--- config.mk ---
export PLATFORM = sky130hd
export DESIGN_NAME = hazard_ctrl
export DESIGN_NICKNAME = d
export VERILOG_FILES = /design/src/rtl/hazard_ctrl_pkg.sv /design/src/rtl/hazard_ctrl_div_timer.sv /design/src/rtl/hazard_ctrl.sv
export SDC_FILE = /design/constraint.sdc
export NUM_CORES = 1
export LEC_CHECK = 0
export BUFFER_PORTS_ARGS = -buffer_cell sky130_fd_sc_hd__buf_2
export CORE_ASPECT_RATIO = 0.7
export CORE_MARGIN = 2
export CORE_UTILIZATION = 34
export DETAILED_ROUTE_END_ITERATION = 7
export GPL_ROUTABILITY_DRIVEN = 0
export HOLD_SLACK_MARGIN = 0.08
export PLACE_DENSITY = 0.78
export SLEW_MARGIN = 20
export SYNTH_ARGS = -nofsm -noshare
export SYNTH_HDL_FRONTEND = slang
export SYNTH_SLANG_ARGS = --single-unit
--- constraint.sdc ---
create_clock -name clk -period 2.1 [get_ports clk]
set_input_delay 0.315 -clock clk [delete_from_list [all_inputs] [get_ports clk]]
set_output_delay 0.315 -clock clk [all_outputs]
set_load 0.01 [all_outputs]
--- src/rtl/hazard_ctrl_pkg.sv ---
// Shared types for the pipeline hazard controller: FSM states, per-stage
// enable/flush bundle and the default divider latency.
package hazard_ctrl_pkg;

  localparam int unsigned DIV_LAT_DEF = 32;

  typedef enum logic [1:0] {
    RUN      = 2'd0,
    DIV      = 2'd1,
    DIV_HOLD = 2'd2
  } hz_state_t;

  typedef struct packed {
    logic f;
    logic d;
    logic e;
    logic m;
    logic w;
  } en_vec_t;

  typedef struct packed {
    logic d;
    logic e;
    logic m;
    logic w;
  } flush_vec_t;

  typedef struct packed {
    en_vec_t    en;
    flush_vec_t flush;
  } pipe_ctl_t;

endpackage

--- src/rtl/hazard_ctrl_div_timer.sv ---
// Divider occupancy counter: load to DIV_LAT-1, count down to zero, never wrap.
// park flags a count that has run out while the pipe is frozen.
module div_timer
  import hazard_ctrl_pkg::*;
#(
  parameter int unsigned DIV_LAT = DIV_LAT_DEF
) (
  input  logic clk,
  input  logic reset,
  input  logic clear,
  input  logic load,
  input  logic count,
  input  logic freeze,
  output logic zero,
  output logic park
);

  localparam int unsigned CW = $clog2(DIV_LAT);
  localparam logic [CW-1:0] LOAD_VAL = CW'(DIV_LAT - 1);

  logic [CW-1:0] cnt;

  always_ff @(posedge clk) begin
    if (reset || clear) begin
      cnt <= '0;
    end else if (load) begin
      cnt <= LOAD_VAL;
    end else if (count && (cnt != '0)) begin
      cnt <= cnt - CW'(1);
    end
  end

  assign zero = (cnt == '0);
  assign park = count & freeze & zero;

endmodule

--- src/rtl/hazard_ctrl.sv ---
// Central five-stage pipeline control: per-stage enable/flush from hazards.
// Optional performance counters built when HAZARD_PERF_EN is defined.
module hazard_ctrl
  import hazard_ctrl_pkg::*;
#(
  parameter int unsigned DIV_LAT = DIV_LAT_DEF,
  parameter int unsigned REG_W   = 5,
  parameter int unsigned CNT_W   = 32
) (
  input  logic             clk,
  input  logic             reset,
  input  logic             i_stall,
  input  logic             d_stall,
  input  logic             d_valid,
  input  logic [REG_W-1:0] d_rs1,
  input  logic [REG_W-1:0] d_rs2,
  input  logic             e_load,
  input  logic [REG_W-1:0] e_rd,
  input  logic             e_div,
  input  logic             e_redirect,
  input  logic             m_exc,
  output logic             en_f,
  output logic             en_d,
  output logic             en_e,
  output logic             en_m,
  output logic             en_w,
  output logic             flush_d,
  output logic             flush_e,
  output logic             flush_m,
  output logic             flush_w,
  output logic             div_done,
  output logic [CNT_W-1:0] perf_stall,
  output logic [CNT_W-1:0] perf_flush,
  output logic [CNT_W-1:0] perf_div
);

  hz_state_t state;
  pipe_ctl_t ctl;
  logic      zero, park;
  logic      load_use, div_start, exc_take;

  assign exc_take  = ~d_stall & m_exc;
  assign div_start = ~d_stall & ~m_exc & (state == RUN) & e_div;
  assign load_use  = e_load & d_valid & (e_rd != '0) &
                     ((e_rd == d_rs1) | (e_rd == d_rs2));

  // The count keeps running under a freeze; only the exception path clears it.
  div_timer #(.DIV_LAT(DIV_LAT)) u_timer (
    .clk    (clk),
    .reset  (reset),
    .clear  (exc_take),
    .load   (div_start),
    .count  (state == DIV),
    .freeze (d_stall),
    .zero   (zero),
    .park   (park)
  );

  always_ff @(posedge clk) begin
    if (reset) begin
      state <= RUN;
    end else if (d_stall) begin
      if (park) state <= DIV_HOLD;
    end else if (m_exc) begin
      state <= RUN;
    end else begin
      case (state)
        RUN:      if (e_div) state <= DIV;
        DIV:      if (zero) state <= RUN;
        DIV_HOLD: state <= RUN;
        default:  state <= RUN;
      endcase
    end
  end

  always_comb begin
    ctl       = '0;
    ctl.en    = '1;
    ctl.flush = '0;
    div_done  = 1'b0;
    if (reset) begin
      ctl.en    = '0;
      ctl.flush = '1;
    end else if (d_stall) begin
      ctl.en = '0;
    end else if (m_exc) begin
      ctl.flush = '1;
    end else if (((state == DIV) && !zero) || ((state == RUN) && e_div)) begin
      ctl.en.f    = 1'b0;
      ctl.en.d    = 1'b0;
      ctl.en.e    = 1'b0;
      ctl.flush.m = 1'b1;
    end else if ((state == DIV) || (state == DIV_HOLD)) begin
      div_done = 1'b1;
    end else if (e_redirect) begin
      ctl.flush.d = 1'b1;
      ctl.flush.e = 1'b1;
    end else if (load_use) begin
      // D holds the consumer, so an overlapping i_stall must not bubble D.
      ctl.en.f    = 1'b0;
      ctl.en.d    = 1'b0;
      ctl.flush.e = 1'b1;
    end else if (i_stall) begin
      ctl.en.f    = 1'b0;
      ctl.flush.d = 1'b1;
    end
  end

  assign en_f    = ctl.en.f;
  assign en_d    = ctl.en.d;
  assign en_e    = ctl.en.e;
  assign en_m    = ctl.en.m;
  assign en_w    = ctl.en.w;
  assign flush_d = ctl.flush.d;
  assign flush_e = ctl.flush.e;
  assign flush_m = ctl.flush.m;
  assign flush_w = ctl.flush.w;

`ifdef HAZARD_PERF_EN
  logic [CNT_W-1:0] cnt_stall, cnt_flush, cnt_div;
  logic             flush_act;

  assign flush_act = exc_take |
                     (~d_stall & (state == RUN) & ~e_div & e_redirect);

  always_ff @(posedge clk) begin
    if (reset) begin
      cnt_stall <= '0;
      cnt_flush <= '0;
      cnt_div   <= '0;
    end else begin
      if (!ctl.en.d && (cnt_stall != '1)) cnt_stall <= cnt_stall + CNT_W'(1);
      if (flush_act && (cnt_flush != '1)) cnt_flush <= cnt_flush + CNT_W'(1);
      if ((state != RUN) && (cnt_div != '1)) cnt_div <= cnt_div + CNT_W'(1);
    end
  end

  assign perf_stall = cnt_stall;
  assign perf_flush = cnt_flush;
  assign perf_div   = cnt_div;
`else
  assign perf_stall = '0;
  assign perf_flush = '0;
  assign perf_div   = '0;
`endif

endmodule

**Word level (Yosys, flattened, before mapping)**

Index checks and enable logic that the tools add are counted.

- $add $sub $neg: 1
- Multiply operators: 0
- Divide/modulo/power cells: 0
- $lt $le $gt $ge: 0
- Equality and inequality tests: 7
- Shift-type cells: 0
- Muxes and demuxes: 34
- Bitwise logic cells: 12
- Reductions and logical operators: 13

Operator list:

| kind | count |
|---|---|
| 2-bit two-way mux | 12 |
| 1-bit two-way mux | 14 |
| 5-bit == test | 2 |
| 5-bit two-way mux | 2 |
| 5-bit nonzero test | 2 |
| 1-bit AND | 9 |
| 3-bit two-way mux | 3 |
| 9-bit two-way mux | 1 |
| 4-bit inequality test (second input constant) | 2 |
| 5-bit zero test | 1 |
| 5-bit by 1-bit subtractor with 5-bit output (second input constant) | 1 |
| 4-bit two-way mux | 1 |
| 2-bit case mux with 2 select lines | 1 |
| 1-bit logical AND | 3 |
| 1-bit logical OR | 3 |
| 3-bit AND reduction | 1 |
| 2-bit by 1-bit == test with 1-bit output (second input constant) | 1 |
| 2-bit == test (second input constant) | 1 |
| 2-bit zero test | 1 |
| 2-bit by 1-bit inequality test with 1-bit output (second input constant) | 1 |
| 1-bit inverter | 2 |
| 2-bit nonzero test | 1 |
| 1-bit zero test | 1 |
| 1-bit OR | 1 |

- Flip-flop bits (word level): 7
- Latch bits: 0
- Bits in writable memories: 0
- ROM bits: 0
- Input port bits: 24
- Output and inout bits: 106
- Logic and storage cells: 69
- Memories: 0

**Logic depth before layout (Yosys ltp)**

Gate-level depths: netlist of run 1.

- Word-level depth: 10
- Gate-level depth with buffers: 7
- Gate-level depth less buffers: 6

**Modules after synthesis**

A second synthesis of run 1 with hierarchy kept.

- Cells, all modules: 188
- Area total of the unflattened synthesis: 1448.9 sq um

By module, submodules not included:

| module | instances | cells each | area each (sq um) | seq. area each (sq um) |
|---|---|---|---|---|
| hazard_ctrl | 1 | 157 | 1161.1 | 40.0 |
| div_timer | 1 | 31 | 287.8 | 100.1 |

**Least setup slack after synthesis of run 1**

OpenSTA, ideal clock, no wires.

- Kind: register to output
- From: register u_timer.cnt[0]
- To: output port en_d
- Data arrival time: 1.825 ns
- Required time: 1.785 ns
- Setup slack: -0.040 ns
- Cell stages (with the launch flop): 8
- Path buffers: 1
- Cell sequence: dfxtp_1 > inv_1 > ha_1 > or4b_1 > buf_2 > a21oi_1 > o21a_1 > a21boi_0

- Word-level cells in the longest chain between the ends: 8

Ends and longest elaborated chain:

| item | line | text |
|---|---|---|
| start, declared | hazard_ctrl_div_timer.sv:21 | `logic [CW-1:0] cnt;` |
| start signal, assigned | hazard_ctrl_div_timer.sv:29 | `cnt <= cnt - CW'(1);` |
| 5-bit zero test | hazard_ctrl_div_timer.sv:33 | `assign zero = (cnt == '0);` |
| 1-bit zero test | hazard_ctrl.sv:88 | `end else if (((state == DIV) && !zero) \|\| ((state == RUN) && e_div)) begin` |
| 1-bit logical AND | hazard_ctrl.sv:88 |  |
| 1-bit logical OR | hazard_ctrl.sv:88 |  |
| 2-bit two-way mux | hazard_ctrl.sv:88 |  |
| 3-bit two-way mux | hazard_ctrl.sv:86 | `end else if (m_exc) begin` |
| 3-bit two-way mux | hazard_ctrl.sv:84 | `end else if (d_stall) begin` |
| 9-bit two-way mux | hazard_ctrl.sv:81 | `if (reset) begin` |
| end, declared | hazard_ctrl.sv:23 | `output logic en_d,` |

Every way passes these cells.

**Final worst setup path of run 1**

- From: register u_timer.cnt[1]
- To: output port flush_e

- Word-level cells in the longest chain between the ends: 8

Ends and longest elaborated chain:

| item | line | text |
|---|---|---|
| 5-bit zero test | hazard_ctrl_div_timer.sv:33 |  |
| 1-bit zero test | hazard_ctrl.sv:88 |  |
| 1-bit logical AND | hazard_ctrl.sv:88 |  |
| 1-bit logical OR | hazard_ctrl.sv:88 |  |
| 2-bit two-way mux | hazard_ctrl.sv:88 |  |
| 3-bit two-way mux | hazard_ctrl.sv:86 |  |
| 4-bit two-way mux | hazard_ctrl.sv:84 |  |
| 9-bit two-way mux | hazard_ctrl.sv:81 |  |
| end, declared | hazard_ctrl.sv:28 | `output logic flush_e,` |

Every way passes these cells.

==> metrics.md, run 1 <==
| Metric | Value |
|---|---|
| Status | complete, but fails checks |
| Violated checks | setup timing |
| Nets | 259 |
| First-pass GRT wire length | roughly 3.6 mm |
| CTS clk-pin slew, worst paths | 0.04 ns |
| PortBufs | 33 |
| Distinct cells, synth | 36 |
| Most frequent cells in the layout | conb_1, buf_2, buf_4 |
| Setup_tns | -1.07 ns |
| Row Count | 19 |
| CTS tree | done |
| Max clock buf depth | 2 |
| FMAX | 0.432 GHz |
| Setup crit end kind | primary output |
| Synth warnings | 0 |
| Leak | approximately 0.8 nW |
| Antenna violations before repair | 0 |
| Worst EP required | 1.78 ns |
| DRT antenna net count | 0 |
| PwrDens | 425 mW/mm2 |
| Largest net degree at the start of global routing | 10 |
| Worst Hold Class | in -> reg |
| Register area share after synthesis | 9.92% |
| Num ports | 130 |
| Clock Skew | 0.00137 ns |
| Root Buffer | clkbuf_8 |
| Yosys reg bits | 7 |
| Slew @ Worst Pin | 0.547 ns |
| DRC | 0 |
| Core area | 0.00395 mm2 |
| Die area | 0.00469 mm2 |
| Tmin final | 2.31 ns |
| Syn Inst Count | 186 |
| MaxCap Viol Count | 0 |
| Area Growth Syn to Fin | 1.95% |
| Finished Core Util | 36.5% |
| Tot GR Track Use | 9.83% |
| Endpoints failing hold | 0 |
| Setup violators final | 7 |
| Rel. slew slack | 63.0% |
| CP arrival | 2.00 ns |
| Initial DRT Pass Iterations | 4 |
| Avg Cell Area, Syn | 7.59 um2 |
| Die height | 57.9 um |
| Worst-path fanout max | 3 |
| Post-Route WL | 2.51 mm |
| TritonCTS buffer count | 3 |
| Kind of critical path | reg -> out |
| Placement Cell Area | 0.00133 mm2 |
| Clock latency on the worst-skew pair | around 0.22 ns |
| Share of cells above drive strength 1 | a little over a quarter |
| # diodes | 0 |
| Unrepaired setup endpoints after global routing | true |
| Vias per inst | 3.68 |
| Final Cell Area | roughly 0.0014 mm2 |
| Routed length per placed instance | 8.91 um |
| Die Width | slightly above 80 um |
| Detailed-route via count | 1038 |
| VDD IR max | 0.234 mV |
| Mapped cell area | between 0.001 and 0.0015 mm2 |
| CTS H-tree depth | 1 |
| Global route overflow | 0 |
| CP startpoint kind | flip-flop |
| Most common cell after layout, fill and taps aside | conb_1 |
| Final setup margin | -0.213 ns |
| Clock Sink Count | 7 |
| Initial core utilization | 35.8% |
| DP Wirelength | 2.18 mm |
| Iter 0 DRT Violations | 55 |
| Fin crit share | 110% |
| FILL cells | 421 |
| Final Max Tran Viols | 0 |
| Vias in the first global route | 775 |
-- kinds of logic after synthesis --
logic type	synth area share (%)
xor gates and xnor gates	8.68
adders and majority gates	3.54
and+or+nand+nor	11.2
DFF	9.92
other	0.265
buffers and inverters	54.6
AOI/OAI and AO/OA	11.9
-- registers in the layout, summed over array words and instances (netlist names) --
register     count
u_timer.cnt      5
state            2
-- power breakdown --
part,switching (mW),internal (mW)
Sequential,0.00408,0.141
Combinational,0.176,0.102
Clock,0.0576,0.131
Total,0.238,0.374
-- what timing repair did --
item                                    CTS  global route
pin swaps                                 4             0
hold buffers                              0             0
endpoints found under the setup margin    7             7
gates resized for setup                   7             5
setup buffers                             0             2
-- worst paths after layout --
path                        from              to  slack, ns  cells after the start
setup reg to reg  u_timer.cnt[1]  u_timer.cnt[0]       0.34                      8
setup / recovery  u_timer.cnt[1]         flush_e      -0.21                      7
hold / removal             reset        state[0]       0.49                      3
hold reg to reg         state[1]        state[1]       0.49                      1
-- metal layers --
layer,vias up,global-route usage [%],share of wire [%]
li1,502,-,-
met1,479,13.6,42
met2,55,15.7,49
met3,2,2.18,8.4
met4,0,2.18,0.88
met5,-,0,0
-- metrics by stage --
stage / total power [mW] / setup slack, ns / std cells / hold slack (ns)
detailed placement: 0.395 / -0.107 / 276 / 0.490
finish: 0.612 / -0.213 / 282 / 0.489
global route: 0.656 / -0.304 / 282 / 0.509
floorplan: 0.455 / 0.00990 / 281 / 0.460
CTS: 0.595 / -0.214 / 280 / 0.481
global placement: 0.392 / -0.0598 / 276 / 0.469
-- cell usage after synthesis (all sizes together) --
cell / count / area share (%)
buf: 98 / 52
xnor2: 11 / 6.8
a21oi: 8 / 2.8
inv: 8 / 2.1
dfxtp: 7 / 9.9
nand2: 7 / 1.9
ha: 4 / 3.5
nand3: 4 / 1.4
nor2: 4 / 1.1
nor3: 4 / 1.4
xor2: 3 / 1.9
clkbuf: 2 / 0.53
nor2b: 2 / 0.89
o211ai: 2 / 1.1
o22ai: 2 / 0.89
a2111oi: 1 / 1.9
a21boi: 1 / 0.53
a21o: 1 / 0.53
a221o: 1 / 0.80
a22o: 1 / 0.62
a31o: 1 / 0.62
a31oi: 1 / 0.44
a32o: 1 / 0.71
and2: 1 / 0.44
and3: 1 / 0.44
conb: 1 / 0.27
nand4: 1 / 0.44
nor4: 1 / 0.44
nor4b: 1 / 0.62
o21a: 1 / 0.53
o21ai: 1 / 0.35
or2: 1 / 0.44
or3: 1 / 0.44
or4: 1 / 0.53
or4b: 1 / 0.71
-- final cells by class --
| type | count | area (um2) | area share [%] |
|---|---|---|---|
| Multi-Input combinational cell | 166 | 896 | 62.2 |
| Timing Repair Buffer | 45 | 262 | 18.2 |
| Sequential cell | 7 | 143 | 9.90 |
| Tap cell | 52 | 65.1 | 4.52 |
| Clock buffer | 4 | 45.0 | 3.13 |
| Inverter | 8 | 30.0 | 2.09 |
-- critical path, cell delays in order (launching register included) --
cell	delay [ns]
dfxtp_2	0.31
inv_2	0.07
ha_4	0.13
or4b_4	0.48
a2111oi_4	0.34
nor2b_2	0.20
a221o_2	0.15
buf_6	0.09
Note: power is estimated with default switching activity, not from simulation.
==> inputs of run 2 (changes only) <==
- CORE_UTILIZATION: 34 -> 30
- PLACE_DENSITY: 0.78 -> 0.7
==> metrics.md, run 2 (same netlist as run 1, synthesis figures left out) <==
| Metric | Value |
|---|---|
| FMAX | 0.431 GHz |
| Largest net degree at the start of global routing | 10 |
| DP Wirelength | 2.15 mm |
| PwrDens | around 410 mW/mm2 |
| Largest reg by FF count | u_timer.cnt |
| Antenna violations before repair | 0 |
| Clock Sink Count | 7 |
| Die height | just over 60 um |
| Worst EP required | 1.78 ns |
| Most frequent cells in the layout | conb_1, buf_2, buf_4 |
| Placement Cell Area | 0.00134 mm2 |
| Die Width | 86.0 um |
| Num ports | 130 |
| Root Buffer | clkbuf_8 |
| First-pass GRT wire length | between 3 and 4 mm |
| Net Sw Power | between 0.2 and 0.25 mW |
| Die area | 0.00528 mm2 |
| Vias in the first global route | 847 |
| Worst Hold Class | in -> reg |
| DRT antenna net count | 0 |
| CTS H-tree depth | 1 |
| Sequential power share | 22.8% |
| Initial DRT Pass Iterations | 4 |
| Slowest CP cell | or4b_4 |
| Fin crit share | 110% |
| CP peak stage delay | 0.48 ns |
| Worst-path fanout max | 3 |
| Post-Place Worst Slack | -0.133 ns |
| VDD IR max | 0.116 mV |
| Largest delay share family, worst path | simple AND/OR/NAND/NOR gates |
| Post-Route WL | 2.57 mm |
| Status | complete, but fails checks |
| Cell Int Power | a little under 0.4 mW |
| FILL cells | 469 |
| Core area | 0.00443 mm2 |
| Clock Skew | ~0.0014 ns |
| Final Cell Area | 0.00156 mm2 |
| Reg-to-reg startpoint | u_timer.cnt[1] |
| Combinational power share | 47.6% |
| DRC | 0 |
| CP startpoint kind | flip-flop |
| Total chip power | 0.635 mW |
| Most common cell after layout, fill and taps aside | conb_1 |
| Final setup margin | -0.218 ns |
| Worst Setup SP | u_timer.cnt[1] |
| Kind of critical path | reg -> out |
| Setup_tns | -0.940 ns |
| Slew @ Worst Pin | 0.489 ns |
| Max clock buf depth | 2 |
| Largest regs | u_timer.cnt (5), state (2) |
| PortBufs | 33 |
| MaxCap Viol Count | 0 |
| Hold WS | 0.465 ns |
| Max FFs per register | 5 |
| CP Cell Sequence | inv_2 -> ha_4 -> or4b_4 -> a2111oi_4 -> nor2b_1 -> a221o_2 -> buf_6 |
| Setup crit end kind | primary output |
| Share of cells above drive strength 1 | a little under a third |
| CTS tree | done |
| Final Max Tran Viols | 0 |
| Routed length per placed instance | 8.70 um |
| Tmin final | roughly 2.3 ns |
| Violated checks | setup timing |
| Worst hold start | reset |
| Rel. slew slack | 66.9% |
| Leak | between 0.8 and 0.9 nW |
| TritonCTS buffer count | 3 |
| Unrepaired setup endpoints after global routing | true |
| Clk pwr share | 29.7% |
| # diodes | 0 |
| Switching Fraction | 38.3% |
| Buf+Inv Stages, Crit Path | 2 |
| Iter 0 DRT Violations | 35 |
| Area Growth Syn to Fin | 10.5% |
| CTS clk-pin slew, worst paths | approximately 0.040 ns |
| Initial core utilization | 31.9% |
| Global route overflow | 0 |
| Vias per inst | 3.58 |
| Tot GR Track Use | 9.37% |
| Detailed-route via count | 1056 |
| Endpoints failing hold | 0 |
| Setup violators final | 7 |
| Clock latency on the worst-skew pair | 0.23 ns |
| Nets | around 270 |
| CP arrival | 2.00 ns |
| Row Count | 20 |
run 2: cell count changes in the layout (fill, tap and decap cells not counted), sizes merged:
| cell | delta |
|---|---|
| buf | +10 |
run 2: layout make-up:
cell class              instances  area (um2)  share of cell area [%]
clock buffers                   4        45.0                    2.89
inverters                       8        30.0                    1.92
multi-input cells             166         911                    58.4
flip-flops and latches          7         143                    9.14
well taps                      55        68.8                    4.41
repair buffers                 55         363                    23.3
run 2: layer usage:
| layer | part of all wire [%] | global-route usage, % | vias to the layer above |
|---|---|---|---|
| li1 | - | - | 520 |
| met1 | 41 | 11.6 | 476 |
| met2 | 51 | 16.8 | 60 |
| met3 | 7.8 | 1.88 | 0 |
| met4 | 0 | 2.95 | 0 |
| met5 | 0 | 0 | - |
run 2: worst paths after layout:
path / endpoint / slack, ns / cells past startpoint
min: state[0] / 0.47 / 3
max: flush_e / -0.22 / 7
min reg2reg: state[1] / 0.50 / 1
max reg2reg: u_timer.cnt[4] / -0.04 / 16
run 2: worst min-delay path, cell delays in order:
cell    delay [ns]
buf_2         0.13
nor2_1        0.10
a32o_1        0.12
run 2: power by group through the flow:
stage	Clock (mW)	Sequential, mW	Combinational (mW)
after floorplan	0	0.147	0.308
after global placement	0	0.146	0.246
after detailed placement	0	0.146	0.249
after CTS	0.196	0.145	0.296
after global routing	0.208	0.145	0.335
final	0.188	0.145	0.302
run 2: through the flow:
stage          std cells  utilization (%)
6_report             295             35.2
5_1_grt              295             35.2
4_1_cts              295             35.2
3_5_place_dp         279             30.2
3_3_place_gp         279             30.2
2_1_floorplan        281                -
run 2: what timing repair did:
item	CTS	global route
pin swaps	8	1
resized for setup	22	0
hold endpoints to repair	0	0
hold buffers	0	0
buffers inserted	12	0
setup endpoints to repair	7	9
